**src/rtl/fig_04_pkg.sv**
```systemverilog
// Shared types and helpers for the SNES host bus master and cartridge-side decoding.
package fig_04_pkg;

    typedef enum logic [2:0] {
        StIdle,
        StSetup,
        StStrobe,
        StHold,
        StResp
    } bus_state_e;

    localparam logic [7:0] WramBankLo = 8'h7E;
    localparam logic [7:0] WramBankHi = 8'h7F;

    // Active-low ROM select for a 24-bit bank:offset address.
    function automatic logic romsel_decode(input logic [23:0] addr);
        logic [7:0] bank;
        bank = addr[23:16];
        if ((bank >= 8'h40 && bank <= 8'h7D) || bank >= 8'hC0) begin
            return 1'b0;
        end
        if (addr[15] && bank != WramBankLo && bank != WramBankHi) begin
            return 1'b0;
        end
        return 1'b1;
    endfunction

    // Down-counter reload value for an n-cycle phase; 0 is treated as 1.
    function automatic logic [3:0] cyc_load(input int unsigned n);
        if (n <= 1) begin
            return 4'd0;
        end
        return 4'(n - 1);
    endfunction

endpackage

```
**src/rtl/snes_romsel_decode.sv**
```systemverilog
// Combinational ROM-select decode, shared with the cartridge-side address decoder.
module snes_romsel_decode
    import fig_04_pkg::*;
(
    input  logic [23:0] addr,
    output logic        romsel
);

    assign romsel = romsel_decode(addr);

endmodule

```
**src/rtl/snes_host_bus_master.sv**
```systemverilog
// SNES host bus initiator: sequences one read/write bus cycle per accepted command.
// Define HOST_FASTROM_EN to add the memsel input and the shorter FastROM strobe.
module snes_host_bus_master
    import fig_04_pkg::*;
#(
    parameter int unsigned SETUP_CYC       = 2,
    parameter int unsigned STROBE_CYC      = 6,
    parameter int unsigned HOLD_CYC        = 1,
    parameter int unsigned FAST_STROBE_CYC = 4
) (
    input  logic        clk_21mhz,
    input  logic        reset,
`ifdef HOST_FASTROM_EN
    input  logic        memsel,
`endif
    input  logic        cmd_valid,
    output logic        cmd_ready,
    input  logic        cmd_write,
    input  logic [23:0] cmd_addr,
    input  logic [7:0]  cmd_wdata,
    output logic        rsp_valid,
    output logic [7:0]  rsp_rdata,
    output logic [23:0] ha,
    output logic [7:0]  hd_out,
    output logic        hd_oe,
    input  logic [7:0]  hd_in,
    output logic        r,
    output logic        w,
    output logic        romsel,
    output logic        busy
);

    localparam logic [3:0] SetupLoad  = cyc_load(SETUP_CYC);
    localparam logic [3:0] StrobeLoad = cyc_load(STROBE_CYC);
    localparam logic [3:0] FastLoad   = cyc_load(FAST_STROBE_CYC);
    localparam logic [3:0] HoldLoad   = cyc_load(HOLD_CYC);

    bus_state_e  state_q, state_d;
    logic [3:0]  cnt_q, cnt_d;
    logic [23:0] addr_q, addr_d;
    logic [7:0]  wdata_q, wdata_d;
    logic        write_q, write_d;
    logic [7:0]  rdata_q, rdata_d;
    logic        romsel_dec;
    logic        fast_sel;
    logic [3:0]  strobe_load;
    logic        active;

    snes_romsel_decode u_romsel_decode (
        .addr   (addr_q),
        .romsel (romsel_dec)
    );

`ifdef HOST_FASTROM_EN
    logic memsel_q;

    always_ff @(posedge clk_21mhz) begin
        if (reset) begin
            memsel_q <= 1'b0;
        end else begin
            memsel_q <= memsel;
        end
    end

    assign fast_sel = memsel_q && addr_q[23] && !romsel_dec;
`else
    assign fast_sel = 1'b0;
`endif

    assign strobe_load = fast_sel ? FastLoad : StrobeLoad;

    always_ff @(posedge clk_21mhz) begin
        if (reset) begin
            state_q <= StIdle;
            cnt_q   <= '0;
            addr_q  <= '0;
            wdata_q <= '0;
            write_q <= 1'b0;
            rdata_q <= '0;
        end else begin
            state_q <= state_d;
            cnt_q   <= cnt_d;
            addr_q  <= addr_d;
            wdata_q <= wdata_d;
            write_q <= write_d;
            rdata_q <= rdata_d;
        end
    end

    always_comb begin
        state_d = state_q;
        cnt_d   = cnt_q;
        addr_d  = addr_q;
        wdata_d = wdata_q;
        write_d = write_q;
        rdata_d = rdata_q;
        unique case (state_q)
            StIdle: begin
                if (cmd_valid && cmd_ready) begin
                    addr_d  = cmd_addr;
                    wdata_d = cmd_wdata;
                    write_d = cmd_write;
                    rdata_d = '0;
                    cnt_d   = SetupLoad;
                    state_d = StSetup;
                end
            end
            StSetup: begin
                if (cnt_q == 4'd0) begin
                    cnt_d   = strobe_load;
                    state_d = StStrobe;
                end else begin
                    cnt_d = cnt_q - 4'd1;
                end
            end
            StStrobe: begin
                if (cnt_q == 4'd0) begin
                    // Read data is captured on the final strobe cycle.
                    if (!write_q) begin
                        rdata_d = hd_in;
                    end
                    cnt_d   = HoldLoad;
                    state_d = (HOLD_CYC == 0) ? StResp : StHold;
                end else begin
                    cnt_d = cnt_q - 4'd1;
                end
            end
            StHold: begin
                if (cnt_q == 4'd0) begin
                    state_d = StResp;
                end else begin
                    cnt_d = cnt_q - 4'd1;
                end
            end
            StResp: begin
                state_d = StIdle;
            end
            default: begin
                state_d = StIdle;
            end
        endcase
    end

    always_comb begin
        active    = (state_q == StSetup) || (state_q == StStrobe) || (state_q == StHold);
        busy      = (state_q != StIdle);
        cmd_ready = (state_q == StIdle) && !reset;
        ha        = active ? addr_q : '0;
        hd_oe     = active && write_q;
        hd_out    = hd_oe ? wdata_q : '0;
        w         = !((state_q == StStrobe) && write_q);
        r         = !((state_q == StStrobe) && !write_q);
        romsel    = active ? romsel_dec : 1'b1;
        rsp_valid = (state_q == StResp);
        rsp_rdata = rdata_q;
    end

endmodule

```
**config.mk**
```make
export PLATFORM = sky130hd
export DESIGN_NAME = snes_host_bus_master
export DESIGN_NICKNAME = d
export VERILOG_FILES = /design/src/rtl/fig_04_pkg.sv /design/src/rtl/snes_romsel_decode.sv /design/src/rtl/snes_host_bus_master.sv
export SDC_FILE = /design/constraint.sdc
export NUM_CORES = 1
export LEC_CHECK = 0
export BUFFER_PORTS_ARGS = -buffer_cell sky130_fd_sc_hd__buf_2
export CORE_UTILIZATION = 49
export CTS_CLUSTER_DIAMETER = 100
export CTS_CLUSTER_SIZE = 10
export DETAILED_ROUTE_END_ITERATION = 10
export PLACE_DENSITY = 0.87
export SLEW_MARGIN = 10
export SYNTH_ARGS = -nofsm -noshare
export SYNTH_HDL_FRONTEND = slang
export SYNTH_SLANG_ARGS = --single-unit
```
**constraint.sdc**
```tcl
create_clock -name clk_21mhz -period 1.9 [get_ports clk_21mhz]
set_input_delay 0.38 -clock clk_21mhz [delete_from_list [all_inputs] [get_ports clk_21mhz]]
set_output_delay 0.38 -clock clk_21mhz [all_outputs]
set_load 0.005 [all_outputs]
```
==> summary by stage <==
Critical path
The count of buffer and inverter cells on the critical path is 2. The endpoint class of the critical path is an output pin. Walking the worst path, the cells encountered are nor2_2, buf_12, and3_1, buf_2. The worst setup path is of the register to output pin kind. At the worst endpoint, the required time is roughly 1.5 ns. STA puts the critical path data arrival time at between 1 and 1.5 ns. The cell with the biggest individual delay on the critical path is sky130_fd_sc_hd__dfxtp_1. In this design, the stage delay of the slowest critical-path cell is about 0.55 ns. The category of the worst setup path launch point is a register. The family with the most delay on the worst path is flip-flops. Along the worst path, the maximum fanout reaches 35.

Clock network
The count of instances resized after the clock tree is built is 1. The maximum clock insertion buffer count is 2. The H-tree generated during clock tree synthesis spans 2 levels.

The number of buffers added for setup after CTS is 0. After clock tree synthesis, the clock-pin slew on the worst setup and hold paths is ~0.090 ns. The library cell used as clock root buffer is sky130_fd_sc_hd__clkbuf_8. The tree built by TritonCTS fans out to 48 sinks. The clock tree from TritonCTS is done. Clock latency on the worst-skew pair, taken at its later pin, is 0.29 ns. TritonCTS created 5 clock buffers. In this run, post-CTS hold repair placed 0 buffers.

Finish
The total number of nets in the final design is approximately 400. Of the cells placed in the final design, the portion with a size suffix greater than 1 is between 30% and 40%. Once layout is complete, the utilization of the core stands at roughly two thirds. The final design instance area without fill is around 2900 um2. The library cells used most frequently in the layout, excluding fill and tap cells, are sky130_fd_sc_hd__buf_2 (90), sky130_fd_sc_hd__dfxtp_1 (46), sky130_fd_sc_hd__nand2_1 (45). The repair_antennas step left the layout with diodes totalling 0. The number of standard cells in the final layout excluding fillers is roughly 400. The area added between synthesis and finish is 23.3%. Leaving out fill and tap cells, the most frequent cell in the layout is sky130_fd_sc_hd__buf_2.

Synthesis
During synthesis, Yosys emitted a total of 0 warnings. The netlist uses 39 different library cells. A synthesized cell averages approximately 8.6 um2. The number of instances in the synthesized netlist is approximately 280. The number of synthesized flops with an enable pin is 0.

The most instantiated flip-flop cell in the synthesis netlist is sky130_fd_sc_hd__dfxtp_1. In the post-synthesis netlist, the biggest area contributors are sky130_fd_sc_hd__dfxtp_1 (41%), sky130_fd_sc_hd__nand2b_1 (11%), sky130_fd_sc_hd__and2_1 (7.7%), sky130_fd_sc_hd__nand2_1 (7.1%), sky130_fd_sc_hd__o21ai_1 (4.4%). Synthesis produced a netlist with a net count of approximately 320. After synthesis, the share of flip-flops with an asynchronous set or reset is 0%. Summing the sequential cell areas from Yosys gives 40.5% of the chip area. The post-synthesis sequential element count is 48. The post-synth design cell area is roughly 2400 um2. The cell type with the highest aggregate area in the netlist is sky130_fd_sc_hd__dfxtp_1. The proportion of netlist area held by the largest area contributor is about two fifths.

Power and ir drop
In this run the power density over the cells is 1190 nW/um2. The worst vdd rail ir drop is 0.000586 V. The portion of total power attributed to combinational logic is about two fifths. Summed over all nets, the switching power comes to 1.29 mW. Of the total power, the clock network draws 17.6%. The internal power contribution is ~2.2 mW. For this design the static power due to leakage is 1.34 nW. Sequential cells account for just over 40% of the total power. The switching share of power is a little under two fifths.

Placement
The half-perimeter wire length after placement is approximately 3400 um. Once placement completed, the tool counted placed cells totaling between 400 and 500. The congestion estimate from routability-driven global placement came to a little over 0.8. At the placement stage, the worst setup path has a slack of between 0.2 and 0.25 ns. Once placement finished, the instance area stood at between 2000 and 3000 um2. The number of buffers added on ports is 90.

STA
The worst slew slack as a fraction of its limit is between 60 and 70%. The slew at the pin closest to its max-slew limit is about 0.57 ns. The count of final hold-check violations came to 0. The minimum setup slack in the final design is around 0.080 ns. The setup clock skew after layout is between 0.008 and 0.009 ns.

The final critical delay including setup and external delays is 1.82 ns. The final worst-path cycle share is a little over nine tenths. The tightest hold margin is around 0.28 ns. For this run, the top clock speed supported by timing is roughly 0.55 GHz. The final-report max-slew violation count is 0. Setup violations remaining at the end of the flow were counted as 0.

Route
The number of remaining DRC errors is 0. Before antenna repair, the detailed router went through 4 iterations. The total wirelength of the detailed-routed design is 4900 um. For this block, the initial DRC count from the detailed router was around 100.

In this run the remaining antenna-violating nets after routing total 0. Using the TritonRoute via totals, the vias-per-cell ratio works out to between 4 and 5. The count of vias placed by the detailed router is 2,029.

After detailed routing, the average wire length per cell comes to roughly 12 um.

Global route
The aggregate global routing overflow is 0. The via count of the first global-routing pass came to about 2,000. The wire length of the first global-routing pass is just over 8000 um. The initial antenna violation count was 0.

Across every metal layer, demand over resource in global routing totals a little over 20%. Entering global routing, the biggest net connects 54 pins.

Run status
The run finished with clean final reports.

Die
Once the floorplan was initialized, standard cells occupied 52.6% of the core. The die is 71.5 um tall. Pin placement for this block handled 91 I/O pins. The number of standard-cell rows in the floorplan is 24. The x dimension of the die is slightly above 70 um. The die covers 5120 um2. The core region is around 4500 um2.

Job
The number of max-capacitance violations reported is 0.

Hold path
The worst hold path class is input pin to register.
-- power by group through the flow --
stage	Sequential, mW	Clock [mW]	Combinational (mW)
6_report	1.41	0.610	1.45
5_1_grt	1.44	0.679	1.61
4_1_cts	1.39	0.635	1.43
3_5_place_dp	1.41	0	1.43
3_3_place_gp	1.40	0	1.40
2_1_floorplan	1.36	0	1.08
-- cells in the mapped netlist, types with 2 or more instances --
master / instances
sky130_fd_sc_hd__buf_8: 2
sky130_fd_sc_hd__dfxtp_1: 48
sky130_fd_sc_hd__buf_2: 2
sky130_fd_sc_hd__clkbuf_1: 11
sky130_fd_sc_hd__o21ai_1: 21
sky130_fd_sc_hd__and3_1: 8
sky130_fd_sc_hd__o21ai_0: 2
sky130_fd_sc_hd__nor2b_1: 2
sky130_fd_sc_hd__nor4_1: 2
sky130_fd_sc_hd__o21ai_2: 12
sky130_fd_sc_hd__nand2b_1: 42
sky130_fd_sc_hd__nand2_1: 45
sky130_fd_sc_hd__and2_1: 29
sky130_fd_sc_hd__buf_12: 2
sky130_fd_sc_hd__nor3_1: 6
sky130_fd_sc_hd__inv_1: 4
sky130_fd_sc_hd__nor2_1: 6
sky130_fd_sc_hd__nand4_1: 2
sky130_fd_sc_hd__ha_1: 2
sky130_fd_sc_hd__mux2i_1: 8
sky130_fd_sc_hd__buf_4: 2
-- cell type report --
cell class	count	area, um2
multi-input cells	204	1260
fillers	384	1580
flip-flops and latches	48	963
clock buffers	6	82.6
well taps	52	65.1
clock inverters	2	10.0
repair buffers	95	526
inverters	4	15.0
-- cell families after synthesis --
group	synth area share, %
adders and majority gates	1.06
and+or+nand+nor	34.8
buffers and inverters	6.86
muxes	3.38
AOI/OAI and AO/OA	12.6
DFF	40.5
xor gates and xnor gates	0.739
-- routing by layer --
metal / up-vias / global-route usage [%] / routed length, um
li1: 1061 / - / -
met1: 890 / 21.2 / 2110
met2: 69 / 39.4 / 2490
met3: 9 / 4.50 / 235
met4: 0 / 6.75 / 63
met5: - / 0 / 0
-- worst reg2reg max path, delay by kind of cell (launching register included) --
| kind | cells | cell delay (ns) |
|---|---|---|
| compound gates | 2 | 0.75 |
| fa+ha+maj | 1 | 0.22 |
| buf+inv | 1 | 0.08 |
| flops | 1 | 0.36 |
| simple gates | 2 | 0.26 |
-- path summary, 6_finish.rpt --
check | startpoint | endpoint | slack (ns) | depth (start not counted)
hold reg to reg | addr_q[11] | addr_q[11] | 0.46 | 2
setup reg to reg | cnt_q[0] | cnt_q[0] | 0.16 | 6
setup / recovery | state_q[2] | hd_out[5] | 0.08 | 4
hold / removal | cmd_addr[21] | addr_q[21] | 0.28 | 3
-- state kept, by name, summed over array words and instances (netlist names) --
name	count
rsp_rdata	8
cnt_q	4
wdata_q	8
state_q	3
addr_q	24
write_q	1
-- per-stage QoR --
step,power (mW),setup TNS [ns]
detailed placement,2.84,0
global placement,2.80,0
finish,3.47,0
floorplan,2.43,0
CTS,3.46,0
global route,3.73,-0.000282
No activity file was read; power rests on OpenSTA's default activity.
